==> config.mk <==
export PLATFORM = sky130hd
export DESIGN_NAME = cost_deserializer_flat
export DESIGN_NICKNAME = d
export VERILOG_FILES = /design/src/rtl/cost_deserializer_pkg.sv /design/src/rtl/cost_deserializer_if.sv /design/src/rtl/cost_min_tracker.sv /design/src/rtl/cost_deserializer.sv /design/src/flat_wrapper.sv
export SDC_FILE = /design/constraint.sdc
export NUM_CORES = 1
export LEC_CHECK = 0
export BUFFER_PORTS_ARGS = -buffer_cell sky130_fd_sc_hd__buf_2
export CAP_MARGIN = 5
export CORE_MARGIN = 2
export CORE_UTILIZATION = 35
export CTS_CLUSTER_DIAMETER = 120
export DETAILED_ROUTE_END_ITERATION = 8
export GPL_TIMING_DRIVEN = 0
export SYNTH_ARGS = -nofsm -noshare
export SYNTH_HDL_FRONTEND = slang
export SYNTH_SLANG_ARGS = --single-unit
==> constraint.sdc <==
create_clock -name clk -period 2.15 [get_ports clk]
set_input_delay 0.1075 -clock clk [delete_from_list [all_inputs] [get_ports clk]]
set_output_delay 0.1075 -clock clk [all_outputs]
set_load 0.05 [all_outputs]
==> src/rtl/cost_deserializer_pkg.sv <==
// Shared cost definitions: clog2 helper, FSM state type, padding word.
// Imported by the deserializer, its interface and the min tracker.
// No ports; the padding word is sliced to the cost width by each user.
package cost_deserializer_pkg;

  // Ceiling log2. Value 1 gives 0; used to size slot/index fields.
  function automatic int clog2(input int value);
    int result;
    int v;
    result = 0;
    v = value - 1;
    while (v > 0) begin
      result = result + 1;
      v = v >> 1;
    end
    return result;
  endfunction

  // Widest cost word the padding constant can cover.
  localparam int COST_MAX_WIDTH = 64;

  // All-ones is the maximum cost; short vectors are padded with it so
  // padding can never win an argmin against a real word.
  localparam logic [COST_MAX_WIDTH-1:0] COST_PAD_WORD = {COST_MAX_WIDTH{1'b1}};

  typedef enum logic {
    ST_FILL = 1'b0,
    ST_HOLD = 1'b1
  } state_t;

endpackage

==> src/rtl/cost_deserializer_if.sv <==
// Stream bundle for cost_deserializer: word input side and packed vector side.
// slave modport = the deserializer; master modport = producer/consumer.
// Optional min outputs exist only with COST_DESERIALIZER_MIN_TRACK_EN.
interface cost_deserializer_if
  import cost_deserializer_pkg::*;
#(
  parameter int WIDTH  = 2,
  parameter int INPUTS = 8
);
  localparam int INDEX_BITS = clog2(INPUTS);

  logic                      s_valid;
  logic                      s_ready;
  logic [WIDTH-1:0]          s_data;
  logic                      s_last;
  logic                      m_valid;
  logic                      m_ready;
  logic [INPUTS*WIDTH-1:0]   m_data;
  logic                      m_error;
`ifdef COST_DESERIALIZER_MIN_TRACK_EN
  logic [WIDTH-1:0]          m_min_value;
  logic [INDEX_BITS-1:0]     m_min_index;

  modport slave (
    input  s_valid, s_data, s_last, m_ready,
    output s_ready, m_valid, m_data, m_error, m_min_value, m_min_index
  );
  modport master (
    output s_valid, s_data, s_last, m_ready,
    input  s_ready, m_valid, m_data, m_error, m_min_value, m_min_index
  );
`else
  modport slave (
    input  s_valid, s_data, s_last, m_ready,
    output s_ready, m_valid, m_data, m_error
  );
  modport master (
    output s_valid, s_data, s_last, m_ready,
    input  s_ready, m_valid, m_data, m_error
  );
`endif

endinterface

==> src/rtl/cost_min_tracker.sv <==
// Running minimum / argmin over the words of the vector being assembled.
// Ports: clk/rst; word_vld/word_dat/word_idx = accepted word and its slot;
// cand_min/cand_idx = minimum including the current word (combinational).
module cost_min_tracker #(
  parameter int WIDTH      = 2,
  parameter int INDEX_BITS = 3
) (
  input  logic                  clk,
  input  logic                  rst,
  input  logic                  word_vld,
  input  logic [WIDTH-1:0]      word_dat,
  input  logic [INDEX_BITS-1:0] word_idx,
  output logic [WIDTH-1:0]      cand_min,
  output logic [INDEX_BITS-1:0] cand_idx
);

  logic [WIDTH-1:0]      run_min;
  logic [INDEX_BITS-1:0] run_idx;

  // Slot 0 restarts the search. Strict less-than keeps the lowest index
  // on ties, which also means all-ones padding (higher slots, maximum
  // value) can never displace a real word, so it needs no explicit pass.
  always_comb begin
    cand_min = run_min;
    cand_idx = run_idx;
    if (word_idx == '0 || word_dat < run_min) begin
      cand_min = word_dat;
      cand_idx = word_idx;
    end
  end

  always_ff @(posedge clk) begin
    if (rst) begin
      run_min <= '0;
      run_idx <= '0;
    end else if (word_vld) begin
      run_min <= cand_min;
      run_idx <= cand_idx;
    end
  end

endmodule

==> src/rtl/cost_deserializer.sv <==
// Packs INPUTS cost words of WIDTH bits into one vector for the argmin tree.
// Ports: clk, rst (sync, active high), bus (slave modport): s_valid/s_ready/
// s_data/s_last in, m_valid/m_ready/m_data/m_error out; word i at [WIDTH*i +: WIDTH].
// Macro COST_DESERIALIZER_MIN_TRACK_EN adds m_min_value/m_min_index via cost_min_tracker.
module cost_deserializer
  import cost_deserializer_pkg::*;
#(
  parameter int WIDTH  = 2,
  parameter int INPUTS = 8
) (
  input  logic               clk,
  input  logic               rst,
  cost_deserializer_if.slave bus
);

  localparam int INDEX_BITS = clog2(INPUTS);
  localparam logic [INDEX_BITS-1:0] LAST_SLOT = INDEX_BITS'(INPUTS - 1);
  localparam logic [WIDTH-1:0]      PAD_WORD  = COST_PAD_WORD[WIDTH-1:0];

  if (WIDTH < 1 || WIDTH > COST_MAX_WIDTH) begin : g_bad_width
    $error("cost_deserializer: WIDTH must be in 1..%0d", COST_MAX_WIDTH);
  end
  if (INPUTS < 2 || (INPUTS & (INPUTS - 1)) != 0) begin : g_bad_inputs
    $error("cost_deserializer: INPUTS must be a power of two >= 2");
  end

  state_t                  state;
  logic                    s_ready_q;
  logic [INDEX_BITS-1:0]   cnt;
  logic [WIDTH-1:0]        slots [INPUTS];
  logic                    hold_err;
  logic [INPUTS*WIDTH-1:0] m_data_q;
  logic                    m_valid_q;
  logic                    m_error_q;

  logic                    accept;
  logic                    at_last_slot;
  logic                    close;
  logic                    close_err;
  logic                    out_free;
  logic                    load_direct;
  logic                    enter_hold;
  logic                    hold_xfer;
  logic [INPUTS*WIDTH-1:0] closed_vec;
  logic [INPUTS*WIDTH-1:0] held_vec;

  // s_ready is only ever high in FILL, so accept implies FILL.
  assign accept       = bus.s_valid && s_ready_q;
  assign at_last_slot = (cnt == LAST_SLOT);
  assign close        = accept && (at_last_slot || bus.s_last);
  // Clean framing only when s_last lands exactly on the final slot.
  assign close_err    = !(at_last_slot && bus.s_last);
  assign out_free     = !m_valid_q || bus.m_ready;
  assign load_direct  = close && out_free;
  assign enter_hold   = close && !out_free;
  assign hold_xfer    = (state == ST_HOLD) && bus.m_ready;

  // Vector as it would look if the current word closes it: earlier slots
  // from the assembly, the live word in slot cnt, all-ones above it.
  always_comb begin
    closed_vec = '0;
    for (int i = 0; i < INPUTS; i++) begin
      if (INDEX_BITS'(i) < cnt) begin
        closed_vec[i*WIDTH +: WIDTH] = slots[i];
      end else if (INDEX_BITS'(i) == cnt) begin
        closed_vec[i*WIDTH +: WIDTH] = bus.s_data;
      end else begin
        closed_vec[i*WIDTH +: WIDTH] = PAD_WORD;
      end
    end
  end

  always_comb begin
    held_vec = '0;
    for (int i = 0; i < INPUTS; i++) begin
      held_vec[i*WIDTH +: WIDTH] = slots[i];
    end
  end

  // Assembly slots carry no reset: every slot is written or padded before
  // it can reach the output. On entering HOLD the padded vector is parked
  // here so the output can take it later without recomputing padding.
  always_ff @(posedge clk) begin
    if (!rst && accept) begin
      if (enter_hold) begin
        for (int i = 0; i < INPUTS; i++) begin
          slots[i] <= closed_vec[i*WIDTH +: WIDTH];
        end
      end else if (!close) begin
        slots[cnt] <= bus.s_data;
      end
    end
  end

  always_ff @(posedge clk) begin
    if (rst) begin
      state     <= ST_FILL;
      s_ready_q <= 1'b1;
      cnt       <= '0;
      hold_err  <= 1'b0;
      m_data_q  <= '0;
      m_valid_q <= 1'b0;
      m_error_q <= 1'b0;
    end else begin
      // Consumed output drops unless a new vector loads on the same edge.
      if (m_valid_q && bus.m_ready) begin
        m_valid_q <= 1'b0;
      end
      case (state)
        ST_FILL: begin
          if (accept) begin
            if (close) begin
              cnt <= '0;
              if (out_free) begin
                m_data_q  <= closed_vec;
                m_valid_q <= 1'b1;
                m_error_q <= close_err;
              end else begin
                hold_err  <= close_err;
                state     <= ST_HOLD;
                s_ready_q <= 1'b0;
              end
            end else begin
              cnt <= cnt + 1'b1;
            end
          end
        end
        ST_HOLD: begin
          if (bus.m_ready) begin
            m_data_q  <= held_vec;
            m_valid_q <= 1'b1;
            m_error_q <= hold_err;
            state     <= ST_FILL;
            s_ready_q <= 1'b1;
          end
        end
        default: begin
          state     <= ST_FILL;
          s_ready_q <= 1'b1;
        end
      endcase
    end
  end

  assign bus.s_ready = s_ready_q;
  assign bus.m_valid = m_valid_q;
  assign bus.m_data  = m_data_q;
  assign bus.m_error = m_error_q;

`ifdef COST_DESERIALIZER_MIN_TRACK_EN
  logic [WIDTH-1:0]      cand_min;
  logic [INDEX_BITS-1:0] cand_idx;
  logic [WIDTH-1:0]      hold_min;
  logic [INDEX_BITS-1:0] hold_idx;
  logic [WIDTH-1:0]      m_min_value_q;
  logic [INDEX_BITS-1:0] m_min_index_q;

  cost_min_tracker #(
    .WIDTH      (WIDTH),
    .INDEX_BITS (INDEX_BITS)
  ) u_min_tracker (
    .clk      (clk),
    .rst      (rst),
    .word_vld (accept),
    .word_dat (bus.s_data),
    .word_idx (cnt),
    .cand_min (cand_min),
    .cand_idx (cand_idx)
  );

  // Min/index follow the same load paths as m_data so they stay aligned.
  always_ff @(posedge clk) begin
    if (rst) begin
      hold_min      <= '0;
      hold_idx      <= '0;
      m_min_value_q <= '0;
      m_min_index_q <= '0;
    end else if (load_direct) begin
      m_min_value_q <= cand_min;
      m_min_index_q <= cand_idx;
    end else if (enter_hold) begin
      hold_min <= cand_min;
      hold_idx <= cand_idx;
    end else if (hold_xfer) begin
      m_min_value_q <= hold_min;
      m_min_index_q <= hold_idx;
    end
  end

  assign bus.m_min_value = m_min_value_q;
  assign bus.m_min_index = m_min_index_q;
`endif

endmodule
==> src/flat_wrapper.sv <==
// flat-port wrapper written by rule: the top's interface ports become plain ports
module cost_deserializer_flat import cost_deserializer_pkg::*;
#(
  parameter int WIDTH  = 2,
  parameter int INPUTS = 8
)
  (clk, rst, bus_s_valid, bus_s_data, bus_s_last, bus_m_ready, bus_s_ready, bus_m_valid, bus_m_data, bus_m_error);
  cost_deserializer_if #(.WIDTH(WIDTH), .INPUTS(INPUTS)) bus_i ();
  input  logic clk;
  input  logic rst;
  input wire logic [$bits(bus_i.s_valid)-1:0] bus_s_valid;
  input wire logic [$bits(bus_i.s_data)-1:0] bus_s_data;
  input wire logic [$bits(bus_i.s_last)-1:0] bus_s_last;
  input wire logic [$bits(bus_i.m_ready)-1:0] bus_m_ready;
  output wire logic [$bits(bus_i.s_ready)-1:0] bus_s_ready;
  output wire logic [$bits(bus_i.m_valid)-1:0] bus_m_valid;
  output wire logic [$bits(bus_i.m_data)-1:0] bus_m_data;
  output wire logic [$bits(bus_i.m_error)-1:0] bus_m_error;
  assign bus_i.s_valid = bus_s_valid;
  assign bus_i.s_data = bus_s_data;
  assign bus_i.s_last = bus_s_last;
  assign bus_i.m_ready = bus_m_ready;
  assign bus_s_ready = bus_i.s_ready;
  assign bus_m_valid = bus_i.m_valid;
  assign bus_m_data = bus_i.m_data;
  assign bus_m_error = bus_i.m_error;
  cost_deserializer #(.WIDTH(WIDTH), .INPUTS(INPUTS)) u_core (.clk(clk), .rst(rst), .bus(bus_i));
endmodule
==> summary.txt, run 1 <==
Critical path
  • Worst-path cell chain: ha_1 -> ha_2 -> o211ai_1 -> a21o_1 -> buf_6 -> a311o_1 -> a21oi_1
  • Crit path kind: flip-flop to flip-flop
  • CP startpoint kind: flip-flop
  • CP endpoint kind: flip-flop
  • Slowest Stage Delay on Critical Path: 410 ps
  • CP max stage cell: dfxtp_1
  • Largest fanout on the critical path: 10
  • WP data arrival: 2260 ps
  • CP Data Required Time: 2370 ps

Drt
  • Drt drc: 0
  • Wire per inst: 15.3 um
  • Final wirelength: 5270 um
  • Drt via density: 5.51
  • Routed vias: 1,895
  • Antenna Nets Post-Route: 0
  • Number of DRC markers in iteration 0: 137
  • Drt pass-1 iters: 4

Pwr
  • Max VDD drop: 0.361 mV
  • Final Power: 1.59 mW
  • Power Density: 671 mW/mm^2
  • Leak pwr: 0.903 nW

Global routing
  • Global-route wire length before repair: 8390 um
  • Total gr overflow: 0
  • Vias in the first global route: 1,664
  • Initial antenna violation count: 0
  • Pin count of the biggest net entering global routing: 12
  • Total routing usage reported by global routing: 0.170

Final layout
  • Post-Layout Cell Count: 344
  • Fraction of layout cells with a size suffix above 1: 0.171
  • Most frequent cells in the layout: a21oi_1, nand2_1, nor2_1
  • Multi-input gate area: 0.00101 mm^2
  • Fill cell count: 629
  • # diodes: 0
  • Most common cell after layout, fill and taps aside: a21oi_1
  • P&R area growth vs syn: 14.8%
  • Core Util, Final: 0.408
  • FF/Latch Area: 961 um^2
  • Nets@finish: 280

CTS
  • # clock sinks: 40
  • Root Driver: clkbuf_8
  • Worst-Skew Late Latency: 290 ps
  • H-tree Lvls: 2
  • Post CTS Setup Buffer Count: 0
  • TritonCTS buffer count: 5
  • Clk slew on worst S/H paths: 80 ps
  • CTS max path bufs: 2
  • CTS tree: done

Yosys
  • Post-synthesis cell count: 239
  • Dominant register cell in the synthesized netlist: dfxtp_1
  • Synth cell types: 40
  • EDFF count, synth: 16
  • Synth Warn #: 0
  • Post-Synthesis Cell Area: 0.00207 mm^2
  • Seq/Total Area, Yosys: 0.464
  • Syn Nets: 250
  • Syn_area_per_cell: 8.66 um^2
  • Yosys reg bits: 40
  • Async SR Flop Fraction: 0

Timing
  • Top achievable clock speed: 491 MHz
  • Final count of hold timing violations: 0
  • Finish-stage setup viols: 0
  • Slew Viols, Final: 0
  • Fin crit period: 2040 ps
  • Clk_skew: 8.01 ps
  • Relative slew slack: 0.651
  • Setup TNS: 0 ps
  • Tcrit/Tclk final: 0.947
  • Worst-Margin Slew: 520 ps
  • RSZ-0062 raised after global routing: no

Die
  • I/O pin count: 26
  • Row count: 28
  • Core Area: 0.00582 mm^2
  • Die X-Extent: 80.9 um
  • Die ar.: 0.00654 mm^2
  • Die height: 80.9 um
  • Starting Density: 0.356

Flow run
  • MaxCap Viol Count: 0

Place
  • # port buffers: 23
  • Final HPWL DP: 3850 um
  • Placed Cells: 337
  • Placer congestion estimate: 0.868

Outcome
  • Status: completed

Hold path
  • Hold Path Class: input pin to flip-flop
==> cell type report <==
| cell class | instances | share of cell area |
|---|---|---|
| Multi-Input combinational cell | 175 | 0.425 |
| Sequential cell | 40 | 0.405 |
| Timing Repair Buffer | 23 | 0.0485 |
| Tap cell | 75 | 0.0395 |
| Buffer | 17 | 0.0390 |
| Clock buffer | 6 | 0.0306 |
| Inverter | 7 | 0.0111 |
| Clock inverter | 1 | 0.00211 |
==> Yosys cell counts (all sizes together), types with 2 or more instances <==
| cell type | number | area [um^2] |
|---|---|---|
| dfxtp | 24 | 480 |
| clkbuf | 9 | 33.8 |
| o21ai | 13 | 65.1 |
| clkinv | 2 | 7.51 |
| nor3 | 6 | 30.0 |
| a311o | 6 | 60.1 |
| nand2 | 31 | 116 |
| o22ai | 2 | 12.5 |
| nor2b | 3 | 18.8 |
| ha | 4 | 50.1 |
| nand4 | 2 | 12.5 |
| edfxtp | 16 | 480 |
| buf | 8 | 55.1 |
| nor4b | 3 | 26.3 |
| o211ai | 7 | 52.6 |
| a31oi | 2 | 12.5 |
| a21oi | 33 | 165 |
| and2 | 2 | 12.5 |
| o32a | 2 | 20.0 |
| inv | 5 | 18.8 |
| o221ai | 4 | 35.0 |
| nor2 | 29 | 109 |
| a2bb2oi | 2 | 17.5 |
| nand3 | 7 | 35.0 |
| o31ai | 4 | 30.0 |
==> state kept, by name, summed over array words and instances (netlist names) <==
signal,count
u_core.bus.m_data,16
u_core.slots,16
u_core.cnt,3
u_core.bus.m_error,1
u_core.bus.m_valid,1
u_core.bus.s_ready,1
u_core.hold_err,1
u_core.state,1
==> metrics by stage <==
stage | setup slack (ps) | area, um^2 | hold WS (ps)
after floorplan | 264 | 2070 | 272
after CTS | 48.2 | 2360 | 85.9
after global routing | 0.611 | 2370 | 95.2
final | 113 | 2370 | 97.5
after detailed placement | -30.9 | 2280 | 397
after global placement | -31.4 | 2280 | 402
==> critical path, delay by kind of cell, from the launching register on <==
family,cells,cell delay [ps]
buffers and inverters,1,170
DFF,1,410
AOI/OAI and AO/OA,4,930
adders and majority gates,2,460
==> power by group <==
group          switching [mW]  internal [mW]  leakage, nW
clock                   0.256          0.221       0.0410
combinational           0.206         0.0799        0.497
sequential             0.0143          0.816        0.365
total                   0.476           1.12        0.903
==> path summary, 6_finish.rpt <==
kind                             start                     to  slack (ps)  depth (start not counted)
setup / recovery         u_core.cnt[1]   u_core.bus.m_data[1]         110                          7
hold / removal                     rst  u_core.bus.m_data[15]         100                          2
hold reg to reg   u_core.bus.m_data[1]   u_core.bus.m_data[1]         450                          2
setup reg to reg         u_core.cnt[1]   u_core.bus.m_data[1]         110                          7
==> kinds of logic after synthesis <==
logic type      after synthesis  synth area share
buf+inv                      24            0.0556
compound gates               82             0.258
fa+ha+maj                     4            0.0242
simple gates                 89             0.198
flops                        40             0.464
==> repair_timing <==
item | 4_1_cts | 5_1_grt
gates resized for setup | 1 | 7
endpoints found under the hold margin | 0 | 0
hold buffers | 0 | 0
setup endpoints to repair | 6 | 30
==> metal layers <==
metal | GRT usage | up-vias | part of all wire
met1 | 0.240 | 878 | 0.47
met2 | 0.251 | 73 | 0.44
met3 | 0.0389 | 10 | 0.066
met4 | 0.0678 | 0 | 0.022
met5 | 0 | - | 0
li1 | - | 934 | -
No activity file was read; power rests on OpenSTA's default activity.
==> run 2, diff against run 1 <==
- CORE_UTILIZATION: 35 -> 39
==> run 2 against run 1 <==
Combinational power hardly changed. Flip-flop and latch count stayed put. Power rose by 6.8%. Final cell count down 1.2%. Clock power up 23%. Via count rose by 1.9%. Largest cell class unchanged.
==> summary.txt, run 2 (same netlist as run 1, synthesis figures left out) <==
Outcome
  • Status: completed

Drt
  • Routed vias: 1,931 (+1.9%)
  • Met3 WL: 402 um (+16%)
  • Drt pass-1 iters: 4 (unchanged)
  • Drt drc: 0 (unchanged)
  • Drt via density: 5.68 (+3.1%)
  • Met1 wire length: 2470 um (-1.1%)
  • DR WL met2: 2440 um (+5.8%)
  • Wire per inst: 15.8 um (+3.3%)
  • Antenna Nets Post-Route: 0 (unchanged)
  • Final wirelength: 5380 um (+2.1%)
  • Top Metal Used: met4
  • Number of DRC markers in iteration 0: 165 (+20%)

Critical path
  • Crit path kind: flip-flop to flip-flop
  • R2r setup slk: 110 ps (about the same)
  • Reg2Reg Depth: 6 (-1)
  • R2R Path Start: u_core.cnt[1]
  • R2r endpoint: u_core.slots[6][1]
  • CP max stage cell: o41a_1
  • Largest fanout on the critical path: 8 (-2)
  • Worst-path cell chain: ha_1 -> ha_2 -> or2_2 -> o41a_1 -> o22ai_1 -> nand2_1
  • CP startpoint kind: flip-flop
  • Crit path max-delay family: compound AO/OA/AOI/OAI gates
  • Buffers & Inverters on Critical Path: 0 (-1)
  • CP Data Required Time: 2190 ps (-180 ps)
  • WP data arrival: 2080 ps (-180 ps)
  • CP endpoint kind: flip-flop
  • Slowest Stage Delay on Critical Path: 420 ps (about the same)

Final layout
  • P&R area growth vs syn: 15.7%
  • Most common cell after layout, fill and taps aside: a21oi_1
  • Fill cell count: 532 (-15%)
  • Core Util, Final: 0.469 (+0.0605)
  • Post-Layout Cell Count: 340 (-1.2%)
  • Most frequent cells in the layout: a21oi_1, nand2_1, nor2_1
  • # diodes: 0 (unchanged)
  • Nets@finish: 280 (unchanged)
  • Multi-input gate area: 0.00100 mm^2 (-0.37%)
  • Fraction of layout cells with a size suffix above 1: 0.170 (-0.000633)
  • FF/Latch Area: 961 um^2 (unchanged)

Timing
  • Clk_skew: 4.36 ps (-3.65 ps)
  • Tcrit/Tclk final: 0.951 (+0.00364)
  • Relative slew slack: 0.682 (+0.0310)
  • Fin crit period: 2040 ps (+7.83 ps)
  • RSZ-0062 raised after global routing: no
  • Setup TNS: 0 ps (unchanged)
  • Final worst setup slack: 105 ps (-7.83 ps)
  • Slew Viols, Final: 0 (unchanged)
  • Final count of hold timing violations: 0 (unchanged)
  • Finish-stage setup viols: 0 (unchanged)
  • Top achievable clock speed: 489 MHz (-0.38%)
  • Worst-Margin Slew: 474 ps (-46.1 ps)

Die
  • Die X-Extent: 76.8 um (-5.0%)
  • I/O pin count: 26 (unchanged)
  • Die ar.: 0.00591 mm^2 (-9.8%)
  • Core Area: 0.00511 mm^2 (-12%)
  • Die height: 76.8 um (-5.0%)
  • Row count: 26 (-7.1%)
  • Starting Density: 0.405 (+0.0493)

CTS
  • Worst-Skew Late Latency: 300 ps (about the same)
  • Post-CTS resize count: 1 (unchanged)
  • Clk slew on worst S/H paths: 80 ps (about the same)
  • CTS max path bufs: 2 (unchanged)
  • Root Driver: clkbuf_8
  • CTS tree: done
  • # clock sinks: 40 (unchanged)
  • CTS Hold Bufs: 0 (unchanged)
  • TritonCTS buffer count: 5 (unchanged)
  • H-tree Lvls: 2 (unchanged)
  • Post CTS Setup Buffer Count: 0 (unchanged)

Place
  • Placed Cells: 332 (-1.5%)
  • # port buffers: 23 (unchanged)
  • Post-Place Setup Slack: -46.1 ps (-15.2 ps)
  • Final HPWL DP: 3870 um (+0.41%)
  • Placer congestion estimate: 0.877 (+1.1%)

Global routing
  • Global-route wire length before repair: 8860 um (+5.6%)
  • Initial antenna violation count: 0 (unchanged)
  • Total gr overflow: 0 (unchanged)
  • Pin count of the biggest net entering global routing: 14 (+2)
  • Vias in the first global route: 1,749 (+5.1%)
  • Total routing usage reported by global routing: 0.191 (+0.0207)

Pwr
  • Sw power: 0.508 mW (+6.6%)
  • Internal power: 1.19 mW (+6.9%)
  • Sw Ratio: 0.299 (-0.000436)
  • Logic pwr share: 0.167 (-0.013)
  • Flop pwr share: 0.488 (-0.033)
  • Max VDD drop: 0.417 mV (+15%)
  • Leak pwr: 0.918 nW (+1.6%)
  • Clk pwr share: 0.345 (+0.046)
  • Power Density: 710 mW/mm^2 (+5.9%)

Hold path
  • Hold path depth: 2 (unchanged)
  • Hold endpoint: u_core.cnt[2]
  • Hold Path Class: input pin to flip-flop
  • HP Start: rst

Flow run
  • MaxCap Viol Count: 0 (unchanged)
==> run 2: cell types whose count changed in the layout (fill, tap and decap cells not counted), sizes merged <==
cell	previous run	this run
buf	30	29
clkbuf	16	17
inv	5	6
==> run 2: how the worst max path moves through the flow <==
stage / from / endpoint / slack (ps) / cells past startpoint
floorplan: u_core.cnt[1] / u_core.slots[6][0] / 260 / 6
global placement: u_core.cnt[1] / u_core.slots[5][0] / -40 / 5
detailed placement: u_core.cnt[1] / u_core.slots[6][1] / -50 / 5
CTS: u_core.cnt[1] / u_core.slots[6][1] / 30 / 6
global route: u_core.cnt[1] / u_core.slots[6][0] / 20 / 5
finish: u_core.cnt[1] / u_core.slots[6][1] / 110 / 6
==> run 2: area by class of cell <==
class                   count  area share
plain buffers              17      0.0397
clock buffers               6      0.0392
clock inverters             2     0.00470
inverters                   7      0.0110
multi-input cells         175       0.420
flip-flops and latches     40       0.401
well taps                  70      0.0366
repair buffers             23      0.0481
==> run 2: worst register-to-register path: stages, from the launching register on <==
cell     delay [ps]
dfxtp_1         360
ha_1            200
ha_2            240
or2_2           330
o41a_1          420
o22ai_1         150
nand2_1          70
==> run 2: through the flow <==
stage / instance area, um^2 / power [mW] / hold slack [ps]
2_1_floorplan: 2070 / 1.06 / 272
3_3_place_gp: 2270 / 1.13 / 398
3_5_place_dp: 2270 / 1.13 / 405
4_1_cts: 2380 / 1.71 / 81.8
5_1_grt: 2390 / 1.77 / 101
6_report: 2390 / 1.70 / 98.0
==> run 2: power groups by stage <==
stage               clock (mW)  sequential, mW  combinational (mW)
global route             0.623           0.836               0.309
CTS                      0.594           0.831               0.283
global placement             0           0.847               0.280
detailed placement           0           0.848               0.281
finish                   0.587           0.830               0.284
floorplan                    0           0.935               0.123
==> run 2: layer usage <==
metal	vias to the layer above	track usage
met5	-	0
met4	0	0.0600
met3	5	0.0318
met2	83	0.306
met1	904	0.263
li1	939	-
==> run 3, diff against run 2 <==
- clock period: 2.15 -> 2.4 ns (I/O delays scaled with it)
==> run 3 against run 2 <==
Final cell count stayed put. Hold slack better by 20 ps. Routed wire length is 1.5% lower. Largest cell class unchanged.
==> summary.txt, run 3 (same netlist as run 1, synthesis figures left out) <==
Final layout
  • Fill cell count: 531 (-0.19%)
  • Nets@finish: 280 (unchanged)
  • Fraction of layout cells with a size suffix above 1: 0.159 (-0.0111)
  • Post-Layout Cell Count: 340 (unchanged)
  • P&R area growth vs syn: 15.0%
  • Most common cell after layout, fill and taps aside: a21oi_1
  • Most frequent cells in the layout: a21oi_1, nand2_1, buf_2, nor2_1, dfxtp_1
  • # diodes: 0 (unchanged)

CTS
  • CTS tree: done
  • CTS Hold Bufs: 0 (unchanged)
  • CTS max path bufs: 2 (unchanged)
  • Clk slew on worst S/H paths: 80 ps (about the same)
  • # clock sinks: 40 (unchanged)
  • Post CTS Setup Buffer Count: 0 (unchanged)
  • TritonCTS buffer count: 5 (unchanged)
  • Root Driver: clkbuf_8
  • H-tree Lvls: 2 (unchanged)
  • Worst-Skew Late Latency: 300 ps (about the same)

Timing
  • Tcrit/Tclk final: 0.891 (-0.0596)
  • Slew Viols, Final: 0 (unchanged)
  • Relative slew slack: 0.646 (-0.0355)
  • Setup TNS: 0 ps (unchanged)
  • Finish-stage setup viols: 0 (unchanged)
  • RSZ-0062 raised after global routing: no
  • Fin Hold WS: 118 ps (+19.6 ps)
  • Fin crit period: 2140 ps (+94.7 ps)
  • Final count of hold timing violations: 0 (unchanged)
  • Clk_skew: 3.88 ps (-0.481 ps)
  • Top achievable clock speed: 467 MHz (-4.4%)
  • Worst-Margin Slew: 523 ps (+49.5 ps)

Place
  • Final HPWL DP: 3870 um (unchanged)
  • Placed Cells: 332 (unchanged)
  • # port buffers: 23 (unchanged)
  • Placer congestion estimate: 0.877 (unchanged)

Die
  • I/O pin count: 26 (unchanged)
  • Die ar.: 0.00591 mm^2 (unchanged)
  • Die X-Extent: 76.8 um (unchanged)
  • Core Area: 0.00511 mm^2 (unchanged)
  • Die height: 76.8 um (unchanged)
  • Starting Density: 0.405 (unchanged)
  • Row count: 26 (unchanged)

Hold path
  • Hold Path Class: input pin to flip-flop

Critical path
  • WP data arrival: 2180 ps (+100 ps)
  • Worst-path cell chain: ha_1 -> ha_1 -> or2_2 -> o41a_1 -> o22ai_1 -> nand2_1
  • CP max stage cell: o41a_1
  • Slowest Stage Delay on Critical Path: 420 ps (about the same)
  • Crit path max-delay family: compound AO/OA/AOI/OAI gates
  • Largest fanout on the critical path: 8 (unchanged)
  • CP endpoint kind: flip-flop
  • R2r setup slk: 260 ps (+160 ps)
  • Buffers & Inverters on Critical Path: 0 (unchanged)
  • CP Data Required Time: 2440 ps (+250 ps)
  • CP startpoint kind: flip-flop
  • Crit path kind: flip-flop to flip-flop
  • Most common cell on crit path: ha_1

Global routing
  • Initial antenna violation count: 0 (unchanged)
  • Global-route wire length before repair: 8860 um (unchanged)
  • Pin count of the biggest net entering global routing: 14 (unchanged)
  • Vias in the first global route: 1,749 (unchanged)
  • Total routing usage reported by global routing: 0.191 (unchanged)
  • Total gr overflow: 0 (unchanged)

Drt
  • Drt drc: 0 (unchanged)
  • Wire per inst: 15.6 um (-1.5%)
  • Number of DRC markers in iteration 0: 211 (+28%)
  • Routed vias: 1,906 (-1.3%)
  • Drt pass-1 iters: 4 (unchanged)
  • Final wirelength: 5290 um (-1.5%)
  • Antenna Nets Post-Route: 0 (unchanged)
  • Drt via density: 5.61 (-1.3%)

Pwr
  • Power Density: 638 mW/mm^2 (-10%)
  • Final Power: 1.52 mW (-11%)
  • Leak pwr: 0.916 nW (-0.25%)
  • Max VDD drop: 0.375 mV (-10%)

Flow run
  • MaxCap Viol Count: 0 (unchanged)

Outcome
  • Status: completed
-- run 3: cell types whose count changed in the layout (fill, tap and decap cells not counted), sizes merged --
cell and change:
clkbuf -2, buf +2
-- run 3: cell type report --
type,count,area (um^2),share of cell area
timing repair buffer,23,115,0.0484
buffer,17,88.8,0.0373
inverter,7,26.3,0.0110
tap,70,87.6,0.0368
multi-input combinational,175,996,0.419
clock inverter,2,11.3,0.00473
sequential,40,961,0.404
clock buffer,6,93.8,0.0394
-- run 3: worst paths after layout --
path,from,to,cells after the start
worst max register to register,u_core.cnt[1],u_core.slots[6][1],6
worst min-delay path,rst,u_core.bus.m_data[15],2
worst max-delay path,u_core.cnt[1],u_core.slots[6][1],6
worst min register to register,u_core.bus.m_data[6],u_core.bus.m_data[6],2
-- run 3: metrics by stage --
stage / setup WS (ps) / instance area, um^2 / util
4_1_cts: 211 / 2380 / 0.465
3_5_place_dp: 204 / 2270 / 0.445
6_report: 261 / 2380 / 0.466
5_1_grt: 142 / 2380 / 0.466
3_3_place_gp: 212 / 2270 / 0.445
2_1_floorplan: 514 / 2070 / -
-- run 3: where the power goes --
group / switching [mW] / total, mW / internal (mW) / leakage [nW]
sequential: 0.0129 / 0.744 / 0.731 / 0.365
combinational: 0.183 / 0.253 / 0.0696 / 0.494
clock: 0.255 / 0.522 / 0.267 / 0.0566
-- run 3: repair_timing --
item	in CTS	in global routing
hold endpoints to repair	0	0
resized for setup	0	1
setup endpoints to repair	0	2
-- run 3: metal layers --
| layer | track usage | part of all wire | vias up |
|---|---|---|---|
| li1 | - | - | 941 |
| met2 | 0.306 | 0.45 | 73 |
| met5 | 0 | 0 | - |
| met4 | 0.0600 | 0.012 | 0 |
| met3 | 0.0318 | 0.068 | 6 |
| met1 | 0.263 | 0.47 | 886 |
